===== src/rtl/systolic_mac_arbiter.sv =====
// systolic_mac_arbiter
// Two requesters share one external registered multiplier. A burst from the
// granted requester is multiplied beat by beat and accumulated into a
// saturating dot-product. The result is returned with the owner id and a
// sticky overflow flag. Arbitration is round-robin when both requesters are
// valid in IDLE.
module systolic_mac_arbiter #(
    parameter int OPW  = 6,
    parameter int ACCW = 16
) (
    input  logic                clk,
    input  logic                reset,
    input  logic                req0_valid,
    input  logic                req1_valid,
    output logic                req0_ready,
    output logic                req1_ready,
    input  logic [OPW-1:0]      req0_a,
    input  logic [OPW-1:0]      req0_b,
    input  logic [OPW-1:0]      req1_a,
    input  logic [OPW-1:0]      req1_b,
    input  logic                req0_last,
    input  logic                req1_last,
    output logic [OPW-1:0]      mul_a,
    output logic [OPW-1:0]      mul_b,
    input  logic [2*OPW-1:0]    mul_c,
    output logic                res_valid,
    input  logic                res_ready,
    output logic [ACCW-1:0]     res_data,
    output logic                res_id,
    output logic                res_ovf
);

    typedef enum logic [1:0] {
        IDLE   = 2'd0,
        BURST  = 2'd1,
        DRAIN  = 2'd2,
        RESULT = 2'd3
    } state_t;

    state_t            state_q;
    logic              grant_q;
    logic              rr_q;
    logic              pend_q;
    logic [ACCW-1:0]   acc_q;
    logic              ovf_q;
    logic              res_valid_q;
    logic [ACCW-1:0]   res_data_q;
    logic              res_id_q;
    logic              res_ovf_q;

    logic [ACCW-1:0]   acc_d;
    logic              ovf_d;
    logic [ACCW:0]     sum;

    // Requester-indexed views of the flat ports
    logic [1:0]        req_valid;
    logic [1:0]        req_last;
    logic [1:0]        req_ready;
    logic [OPW-1:0]    req_a [2];
    logic [OPW-1:0]    req_b [2];

    assign req_valid = {req1_valid, req0_valid};
    assign req_last  = {req1_last, req0_last};
    assign req_a[0]  = req0_a;
    assign req_a[1]  = req1_a;
    assign req_b[0]  = req0_b;
    assign req_b[1]  = req1_b;

    // Only the locked owner of the burst ever sees ready
    generate
        for (genvar gi = 0; gi < 2; gi++) begin : g_ready
            assign req_ready[gi] = (state_q == BURST) && (grant_q == 1'(gi));
        end
    endgenerate

    assign req0_ready = req_ready[0];
    assign req1_ready = req_ready[1];

    logic accept;
    logic accept_last;
    assign accept      = (state_q == BURST) && req_valid[grant_q];
    assign accept_last = accept && req_last[grant_q];

    // Multiplier operands are driven only by an accepted beat; otherwise zero
    assign mul_a = accept ? req_a[grant_q] : '0;
    assign mul_b = accept ? req_b[grant_q] : '0;

    assign res_valid = res_valid_q;
    assign res_data  = res_data_q;
    assign res_id    = res_id_q;
    assign res_ovf   = res_ovf_q;

    // Saturating accumulate of the product returned one cycle after acceptance;
    // the accumulator is cleared when the result is handed off
    always_comb begin
        acc_d = acc_q;
        ovf_d = ovf_q;
        sum   = {1'b0, acc_q} + {{(ACCW + 1 - 2*OPW){1'b0}}, mul_c};
        if (pend_q) begin
            if (sum[ACCW]) begin
                acc_d = '1;
                ovf_d = 1'b1;
            end else begin
                acc_d = sum[ACCW-1:0];
            end
        end
        if ((state_q == RESULT) && res_ready) begin
            acc_d = '0;
            ovf_d = 1'b0;
        end
    end

    // Arbitration / burst control FSM with registered result outputs
    always_ff @(posedge clk or posedge reset) begin
        if (reset) begin
            state_q     <= IDLE;
            grant_q     <= 1'b0;
            rr_q        <= 1'b0;
            pend_q      <= 1'b0;
            acc_q       <= '0;
            ovf_q       <= 1'b0;
            res_valid_q <= 1'b0;
            res_data_q  <= '0;
            res_id_q    <= 1'b0;
            res_ovf_q   <= 1'b0;
        end else begin
            pend_q <= accept;
            acc_q  <= acc_d;
            ovf_q  <= ovf_d;
            case (state_q)
                IDLE: begin
                    if (|req_valid) begin
                        grant_q <= (&req_valid) ? rr_q : req_valid[1];
                        state_q <= BURST;
                    end
                end
                BURST: begin
                    if (accept_last) begin
                        state_q <= DRAIN;
                    end
                end
                DRAIN: begin
                    // acc_d already includes the final product here
                    state_q     <= RESULT;
                    res_valid_q <= 1'b1;
                    res_data_q  <= acc_d;
                    res_id_q    <= grant_q;
                    res_ovf_q   <= ovf_d;
                end
                RESULT: begin
                    if (res_ready) begin
                        state_q     <= IDLE;
                        rr_q        <= ~grant_q;
                        res_valid_q <= 1'b0;
                        res_data_q  <= '0;
                        res_id_q    <= 1'b0;
                        res_ovf_q   <= 1'b0;
                    end
                end
                default: state_q <= IDLE;
            endcase
        end
    end

endmodule


===== config.mk =====
export PLATFORM = sky130hd
export DESIGN_NAME = systolic_mac_arbiter
export DESIGN_NICKNAME = d
export VERILOG_FILES = /design/src/rtl/systolic_mac_arbiter.sv
export SDC_FILE = /design/constraint.sdc
export NUM_CORES = 1
export LEC_CHECK = 0
export BUFFER_PORTS_ARGS = -buffer_cell sky130_fd_sc_hd__buf_2
export CAP_MARGIN = 20
export CORE_MARGIN = 4
export CORE_UTILIZATION = 52
export CTS_CLUSTER_SIZE = 20
export DETAILED_ROUTE_END_ITERATION = 10
export PLACE_DENSITY = 0.8
export SLEW_MARGIN = 30
export SYNTH_ARGS = -nofsm -noshare
export SYNTH_HDL_FRONTEND = slang
export SYNTH_SLANG_ARGS = --single-unit

===== constraint.sdc =====
create_clock -name clk -period 2.8 [get_ports clk]
set_input_delay 0.42 -clock clk [delete_from_list [all_inputs] [get_ports clk]]
set_output_delay 0.42 -clock clk [all_outputs]
set_load 0.02 [all_outputs]

==> flow_summary_export.csv <==
group,metric,value,unit
clock_network,max-clock-path-buffers,2,
clock_network,numCtsBuffers,5,
sta,grt_setup_unrepaired,"false",
sta,fin_skew,0.00337,ns
setup_path,arrival,2.74,ns
grt,first_global_vias,2304,
synthesis,netlist_area,2670,sq um
setup_path,cp-start-kind,"register",
clock_network,path_clk_slew,0.08,ns
floorplanning,floorplan.initialDensity,55.1,%
setup_path,crit_required,2.95,ns
floorplanning,ios,76,
pwr,pwr_density_cell,1090,nW/um^2
layout,num_antenna_cells,0,
worst_hold_path,min_path_type,"input pin to async pin",
drt,via_count,2279,
setup_path,reg2reg_to,"res_data[10]",
synthesis,syn_avg_cell_area,9.45,sq um
pwr,power_leakage,1.58,nW
clock_network,post-cts-setup-buffer-count,0,
synthesis,ys_warn_count,0,
floorplanning,die_h,79.7,um
layout,sequential_cell_area,1030,sq um
synthesis,synth_top_area_cell,"dfrtp_1",
synthesis,syn_inst,283,
layout,multi_input_area,1560,sq um
place,place_congestion,0.826,
drt,drtIter0Drc,76,
synthesis,synth_fp_nets,343,
drt,route.detailed.drc,0,
sta,setup_viol,0,
clock_network,cts_tree,"built",
place,post-dp-hpwl,4640,um
grt,gr-usage-all-layers,20.2,%
clock_network,post_cts_resized,0,
layout,syn2layout_area_growth,19.3,%
floorplanning,dieArea,6350,sq um
setup_path,startpoint,"acc_q[0]",
clock_network,root_buffer,"clkbuf_8",
setup_path,reg2reg_slack,0.21,ns
setup_path,critPathCapture,"res_data[10]",
pwr,worst_ir_drop_vdd,631,uV
synthesis,ys_seq_area_share,38.4,%
clock_network,cts_max_level,2,
drt,drt_pass1_iterations,4,
grt,grt_max_degree,42,
outcome,status,"finished clean",
synthesis,synth_top_area_share,38.4,%
synthesis,synth-seq-cells,41,
layout,fin_util,65.8,%
setup_path,cp_max_fo,10,
clock_network,clk_latency,0.29,ns
synthesis,synth_edf_count,0,
grt,overflow,0,
floorplanning,rows,25,
sta,slew_viol_final,0,
layout,final_area,3190,sq um
setup_path,reg2reg_depth,8,
sta,tightest_slew,0.790,ns
drt,routed_wirelength,5940,um
grt,grt_pass1_wl,10300,um
synthesis,ys_types,57,
floorplanning,coreArea,4850,sq um
clock_network,clock_sinks,41,
drt,vias_per_cell,5.36,
floorplanning,die_w,79.7,um
clock_network,holdBufCountCts,0,
sta,post-route-min-period,2.59,ns
sta,finalCritPeriodShare,92.5,%
place,io_buffers,75,
setup_path,cp-end-kind,"register",
setup_path,crit_type,"register to register",
sta,maxSlewHeadroom,47.4,%
flow_run,drv_cap,0,
sta,setup_tns,0,ns
layout,drive_above_1_share,31.8,%
synthesis,synth.area.top_cells,"dfrtp_1 38%, ha_1 7.5%, mux2i_1 5.2%",
layout,nets,417,
grt,antenna_found_initial,0,
drt,drtAntennaViolNets,0,
place,placed_area,3100,sq um
synthesis,async_reset_ff_share,100,%
drt,wire_per_inst,14.0,um
setup_path,rr_startpoint,"acc_q[0]",
synthesis,synthFlopType,"dfrtp_1",
layout,nFillCells,413,
sta,finalHoldViolations,0,
sta,clock.fmax,0.386,GHz
## how the worst min path moves through the flow
stage                        endpoint  cells after the start         from  slack (ns)
after floorplan                 ovf_q                      2        ovf_q        0.45
after global placement          ovf_q                      2        ovf_q        0.46
after detailed placement  res_data[3]                      2  res_data[3]        0.46
after CTS                 res_data[5]                      3        reset        0.26
after global routing      res_data[4]                      3        reset        0.30
final                     res_data[5]                      3        reset        0.24
## metrics by stage
step / cells / hold WS (ns) / total power [mW] / setup WS [ns]
2_1_floorplan: 283 / 0.446 / 2.64 / 0.401
3_3_place_gp: 417 / 0.458 / 3.06 / 0.150
3_5_place_dp: 417 / 0.460 / 3.12 / 0.0927
4_1_cts: 425 / 0.261 / 3.51 / 0.200
5_1_grt: 425 / 0.301 / 3.80 / 0.0718
6_report: 425 / 0.243 / 3.48 / 0.211
## power breakdown
part	total, mW	internal [mW]	switching (mW)	leakage (nW)
combinational	2.12	0.835	1.28	1.01
sequential	0.980	0.829	0.151	0.521
clock	0.378	0.172	0.206	0.0439
total	3.48	1.84	1.64	1.58
## synth_stat cells (2+ instances only)
master / instances
mux2i_1: 14
and3_1: 2
a21o_1: 3
nand4_1: 2
nor2_1: 33
dfrtp_1: 41
inv_1: 6
nor2_2: 7
nand2_1: 32
nand3_1: 8
o21ai_1: 6
mux2_2: 3
ha_1: 16
a211oi_1: 2
buf_2: 2
o21ai_0: 4
a221oi_2: 2
xnor2_1: 8
nor2b_1: 5
clkbuf_1: 8
and2_1: 5
buf_6: 2
a21oi_1: 15
nor3_1: 14
o31ai_1: 9
xor2_1: 2
a31oi_1: 2
## cell type report
class | count | share of cell area [%]
multi-input cells | 223 | 48.8
well taps | 67 | 2.63
repair buffers | 80 | 12.9
clock buffers | 5 | 2.16
clock inverters | 3 | 0.549
flip-flops and latches | 41 | 32.2
inverters | 6 | 0.706
## sequential cells by signal (all words and copies together) (netlist names)
signal,flops
acc_q,16
grant_q,1
ovf_q,1
pend_q,1
res_data,16
res_id,1
res_ovf,1
res_valid,1
rr_q,1
state_q,2
## worst max-delay path: stages (launching register included)
cell	delay [ns]
dfrtp_1	0.40
ha_1	0.23
fa_1	0.41
a21o_1	0.23
a221o_1	0.40
nand3_1	0.17
o311ai_4	0.23
nor4_2	0.26
o31ai_1	0.12
## logic make-up (layout without fill, tap and decap cells)
family | after synthesis | count (layout) | share of synthesized area, %
and+or+nand+nor | 117 | 117 | 21.3
AOI/OAI and AO/OA | 62 | 62 | 18.9
DFF | 41 | 41 | 38.4
buffers and inverters | 19 | 94 | 3.46
adders and majority gates | 17 | 17 | 8.24
muxes | 17 | 17 | 6.50
xor gates and xnor gates | 10 | 10 | 3.28
## metal layers
layer	vias up	GRT usage (%)	part of all wire [%]
met5	-	0	0
met1	1031	25.7	43
met3	4	5.19	8.4
li1	1159	-	-
met4	0	4.30	0.61
met2	85	34.6	48
## placed cells by master, fill, tap and decap left out, types with 6 or more instances in the layout
master	count
nor2_2	8
a21oi_1	15
nand2_1	32
o31ai_1	9
dfrtp_1	41
xnor2_1	8
inv_1	6
buf_2	75
nand3_1	8
ha_1	16
o21ai_1	6
nor3_1	14
mux2i_1	14
nor2_1	32
Power figures use the tool's default switching activity.
